<file path="config.mk">
export PLATFORM = sky130hd
export DESIGN_NAME = rr_grant_scanner
export DESIGN_NICKNAME = d
export VERILOG_FILES = /design/src/rtl/rr_grant_scanner.sv
export SDC_FILE = /design/constraint.sdc
export NUM_CORES = 1
export LEC_CHECK = 0
export CORE_MARGIN = 2
export CORE_UTILIZATION = 43
export CTS_CLUSTER_SIZE = 10
export DETAILED_ROUTE_END_ITERATION = 10
export PLACE_DENSITY_LB_ADDON = 0.1
export RECOVER_POWER = 100
export SETUP_SLACK_MARGIN = 0.05
export SYNTH_ARGS = -nofsm -noshare
export SYNTH_HDL_FRONTEND = slang
export SYNTH_SLANG_ARGS = --single-unit
</file>
<file path="constraint.sdc">
create_clock -name i_clk -period 1.4 [get_ports i_clk]
set_clock_uncertainty 0.05 [all_clocks]
set_input_delay 0.28 -clock i_clk [delete_from_list [all_inputs] [get_ports i_clk]]
set_output_delay 0.28 -clock i_clk [all_outputs]
set_load 0.005 [all_outputs]
</file>
<file path="src/rtl/rr_grant_scanner.sv">
// Four-channel round-robin grant sequencer feeding a 2-to-4 active-low decoder.
// Grants are hold-limited and always separated by a one-cycle dead gap.
module rr_grant_scanner #(
  parameter int MAX_HOLD = 15,
  parameter int HOLD_W   = 4
) (
  input  logic       i_clk,
  input  logic       i_rst,
  input  logic [3:0] i_req,
  input  logic       i_release,
  output logic [1:0] o_sel,
  output logic       o_en_n,
  output logic       o_busy,
  output logic       o_timeout
);

  typedef enum logic [1:0] {
    IDLE  = 2'd0,
    GRANT = 2'd1,
    GAP   = 2'd2
  } state_t;

  state_t            r_state;
  logic [1:0]        r_sel;
  logic              r_enN;
  logic              r_busy;
  logic              r_timeout;
  logic [1:0]        r_ptr;
  logic [HOLD_W-1:0] r_holdCnt;

  state_t            w_nextState;
  logic [1:0]        w_nextSel;
  logic              w_nextEnN;
  logic              w_nextBusy;
  logic              w_nextTimeout;
  logic [1:0]        w_nextPtr;
  logic [HOLD_W-1:0] w_nextHoldCnt;
  logic [1:0]        w_winner;
  logic              w_expired;
  logic              w_dropped;

  // Scan downward so the channel closest to r_ptr is written last and wins.
  always_comb begin
    w_winner = r_ptr;
    for (int k = 3; k >= 0; k--) begin
      if (i_req[r_ptr + 2'(k)]) begin
        w_winner = r_ptr + 2'(k);
      end
    end
  end

  assign w_expired = (r_holdCnt == HOLD_W'(MAX_HOLD - 1));
  assign w_dropped = ~i_req[r_sel];

  always_comb begin
    w_nextState   = r_state;
    w_nextSel     = r_sel;
    w_nextEnN     = r_enN;
    w_nextBusy    = r_busy;
    w_nextTimeout = 1'b0;
    w_nextPtr     = r_ptr;
    w_nextHoldCnt = r_holdCnt;
    case (r_state)
      GRANT: begin
        if (i_release || w_dropped || w_expired) begin
          w_nextEnN     = 1'b1;
          w_nextBusy    = 1'b0;
          w_nextPtr     = r_sel + 2'd1;
          w_nextState   = GAP;
          w_nextTimeout = ~i_release & ~w_dropped;
        end else begin
          w_nextHoldCnt = r_holdCnt + 1'b1;
        end
      end
      default: begin
        // IDLE and GAP arbitrate identically; GAP has already advanced r_ptr.
        if (i_req != 4'b0000) begin
          w_nextSel     = w_winner;
          w_nextEnN     = 1'b0;
          w_nextBusy    = 1'b1;
          w_nextHoldCnt = '0;
          w_nextState   = GRANT;
        end else begin
          w_nextEnN   = 1'b1;
          w_nextBusy  = 1'b0;
          w_nextState = IDLE;
        end
      end
    endcase
  end

  always_ff @(posedge i_clk or posedge i_rst) begin
    if (i_rst) begin
      r_state   <= IDLE;
      r_sel     <= 2'b00;
      r_enN     <= 1'b1;
      r_busy    <= 1'b0;
      r_timeout <= 1'b0;
      r_ptr     <= 2'b00;
      r_holdCnt <= '0;
    end else begin
      r_state   <= w_nextState;
      r_sel     <= w_nextSel;
      r_enN     <= w_nextEnN;
      r_busy    <= w_nextBusy;
      r_timeout <= w_nextTimeout;
      r_ptr     <= w_nextPtr;
      r_holdCnt <= w_nextHoldCnt;
    end
  end

  assign o_sel     = r_sel;
  assign o_en_n    = r_enN;
  assign o_busy    = r_busy;
  assign o_timeout = r_timeout;

endmodule
</file>
==> run summary <==
The count of boundary I/O pins came out at 12. Across all setup checks in the final design, the least slack found is -0.179 ns. Of all flip-flops after synthesis, the portion carrying an async set or reset was 100%.

The final instance count without filler cells is 104. The number of antenna cells inserted is 0. The worst slack on hold paths is 0.377 ns. The number of distinct library cells after synthesis came out at 24. The starting utilization of the core area is 47.3%. The run finished, with violations left. Across the whole layout, storage elements account for 302 sq um. STA classifies the critical path startpoint as a register. The actual slew at the worst max-slew pin is 0.445 ns. STA classifies the critical path endpoint as a register. After legalization and detailed placement, the total HPWL measured 1.09 mm. The antenna violation net count after detailed routing came out at 0. Of the post-synthesis cell area, the dominant cell type holds 43.7%. The clock transition at the register clock pins on the worst setup and hold paths after CTS came out at 0.08 ns. After synthesis, the cell types taking the most area are sky130_fd_sc_hd__dfrtp_1 44%, sky130_fd_sc_hd__dfstp_2 4.2%, sky130_fd_sc_hd__ha_1 4.0%, sky130_fd_sc_hd__o21ai_0 4.0%, sky130_fd_sc_hd__nand4b_4 3.8%. For this run, the top clock speed supported by timing is 633 MHz. The global-route wire length before repair came out at 2.64 mm.

The proportion of layout cells with a drive suffix above 1 is 37.1%. Setup repair after global routing could not meet its margin everywhere. The H-tree depth is 1. The area of all placed cells without fillers is 976 sq um. Yosys printed 0 warnings. The worst endpoint required time came out at 1.55 ns. The number of max-cap violations came out at 0. For this block, the via count after detailed routing is 551. Dividing total power by cell area gives a power density of 1860 mW/mm^2. The clock latency reported for the late side of the worst-skew pair came out at 0.28 ns. The overall track demand over capacity in global routing came out at 20.7%. The initial antenna violation count is 0. The root buffer cell chosen for the clock tree is sky130_fd_sc_hd__clkbuf_4.

The final setup violation count came out at 9. sky130_fd_sc_hd__dfrtp_1 is the most common cell in the netlist. In the final routed layout, each cell accounts on average for 15.1 microns. The area of the multi-input gates came out at 348 sq um. The number of global-route vias before repair is 567. The largest fanout on the critical path came out at 7. The pin count of the biggest net entering global routing is 13. The cell leakage power is 0.457 nW.

The primary flip-flop cell chosen by synthesis mapping is sky130_fd_sc_hd__dfrtp_1. Measured along the y axis, the die boundary spans 42.3 microns. The quantity of I/O buffers inserted on ports is 11. The instance area at placement is 847 sq um. TritonCTS created 3 clock buffers. The checks that failed: setup timing. Relative to the synthesized area, the layout overhead comes to 54.8%. The leading area contributor after synthesis is sky130_fd_sc_hd__dfrtp_1.

The worst slack at placement is -0.421 ns. The power consumption came out at 1.81 mW. The longest clock path from root to sink contains 2 buffers. The global placement routability congestion came out at 0.813. The data arrival time at the worst-slack endpoint is 1.73 ns.

The core box area came out at 0.00133 sq mm. The tightest min-delay check is of the in2async type. After layout, the worst path uses 113% of the clock period.

The number of enable-type register cells in the synthesized netlist is 0. The floorplan step defined a die boundary enclosing 0.00179 sq mm. The overflow left after global routing came out at 0.

The number of standard cells after synthesis came out at 56. The average cell area after synthesis is 11.3 sq um. The total wirelength of the detailed-routed design came out at 1.57 mm.

The detailed router's first-iteration violation count came out at 16. The final max-slew violation count came out at 0. The clock drives 12 sinks. Adding up every negative setup slack in the final design gives -1.24 ns. The maximum vdd drop came out at 1280 uV. Counting instances in the post-synthesis netlist gives the leading cell types as 11 x sky130_fd_sc_hd__dfrtp_1, 6 x sky130_fd_sc_hd__inv_1, 5 x sky130_fd_sc_hd__nand2_1, 5 x sky130_fd_sc_hd__o21ai_0, 4 x sky130_fd_sc_hd__nand3_1.

The number of vias per cell came out at 5.30. The critical path class is reg2reg. The post-route core utilization came out at 73.2%. The flop-to-flop setup slack came out at -0.18 ns. The number of nets in the final layout came out at 99. The row count came out at 13. The flip-flop and latch count after synthesis came out at 12. The mapped cell area came out at 631 sq um. The share of synthesized area occupied by flip-flops and latches came out at 47.8%. The first-pass iteration count of the detailed router is 4. The post-route minimum period came out at 1.58 ns. The count of filler cells inserted in the layout came out at 97. The synthesized netlist net count came out at 65.

Headroom to the max-slew limit came out at 70.3%. The DRC violations left is 0. After clock tree synthesis, the flow added hold-fix buffers numbering 0. The horizontal die dimension is 42.3 microns. TritonCTS built the clock tree. Including well taps, the total number of placed cells is 93. The final hold violation count is 0.
==> layout make-up <==
cell class                      instances  area share (%)
Tap cell                               15            1.92
Clock buffer                            4            2.69
Sequential cell                        12            30.9
Inverter                                6            2.31
Multi-Input combinational cell         38            35.6
Timing Repair Buffer                   29            26.5
==> report_power, final <==
group,total (mW),internal (mW),switching [mW]
clock,0.228,0.111,0.117
sequential,0.569,0.478,0.0904
combinational,1.01,0.560,0.454
==> layer usage <==
metal | routed length [microns] | global-route usage, % | vias up
li1 | - | - | 271
met1 | 696 | 25.1 | 249
met2 | 715 | 30.8 | 24
met3 | 102 | 7.33 | 7
met4 | 57 | 13.8 | 0
met5 | 0 | 0 | -
==> cells by family after synthesis <==
family          Yosys count  share of synthesized area (%)
mux                       3                           6.75
fa+ha+maj                 2                           3.97
compound gates           18                           22.4
xor+xnor                  1                           1.39
simple gates             14                           14.1
flops                    12                           47.8
buf+inv                   6                           3.57
==> state kept, by name, summed over array words and instances, names as in the netlist <==
name       flops
r_holdCnt      4
r_state        2
o_sel          2
r_ptr          2
o_timeout      1
o_en_n         1
==> worst paths after layout <==
check | from | to | depth (start not counted)
max in group asynchronous | i_rst | o_en_n | 2
min in group i_clk | r_holdCnt[3] | r_holdCnt[3] | 1
setup / recovery | o_sel[1] | r_holdCnt[1] | 6
hold / removal | i_rst | r_ptr[1] | 2
hold reg to reg | r_holdCnt[3] | r_holdCnt[3] | 1
setup reg to reg | o_sel[1] | r_holdCnt[1] | 6
==> cell usage in the layout (no fill, tap or decap), types with 2 or more instances in the layout <==
master | synthesis | final
sky130_fd_sc_hd__a21oi_1 | 3 | 3
sky130_fd_sc_hd__buf_4 | 0 | 9
sky130_fd_sc_hd__buf_6 | 0 | 8
sky130_fd_sc_hd__clkbuf_1 | 0 | 2
sky130_fd_sc_hd__clkbuf_4 | 0 | 3
sky130_fd_sc_hd__dfrtp_1 | 11 | 11
sky130_fd_sc_hd__dlygate4sd2_1 | 0 | 7
sky130_fd_sc_hd__ha_1 | 2 | 2
sky130_fd_sc_hd__inv_1 | 6 | 6
sky130_fd_sc_hd__mux2i_1 | 2 | 2
sky130_fd_sc_hd__nand2_1 | 5 | 5
sky130_fd_sc_hd__nand3_1 | 4 | 2
sky130_fd_sc_hd__nand3_2 | 0 | 2
sky130_fd_sc_hd__o211ai_1 | 2 | 2
sky130_fd_sc_hd__o21ai_0 | 5 | 3
sky130_fd_sc_hd__o21ai_1 | 0 | 2
==> worst max-delay path, cell delays in order (launching register included) <==
cell and delay, ns:
sky130_fd_sc_hd__dfrtp_1 0.36, sky130_fd_sc_hd__buf_6 0.10, sky130_fd_sc_hd__mux4_2 0.56, sky130_fd_sc_hd__nand4b_4 0.17
sky130_fd_sc_hd__buf_6 0.13, sky130_fd_sc_hd__nand3_2 0.05, sky130_fd_sc_hd__o21ai_1 0.08
==> timing repair <==
item | 4_1_cts | 5_1_grt
endpoints found under the setup margin | 15 | 13
resized for setup | 19 | 8
buffers inserted | 5 | 3
pin swaps | 1 | 4
gates cloned | 1 | 0
hold endpoints to repair | 0 | 0
No activity file was read; power rests on OpenSTA's default activity.
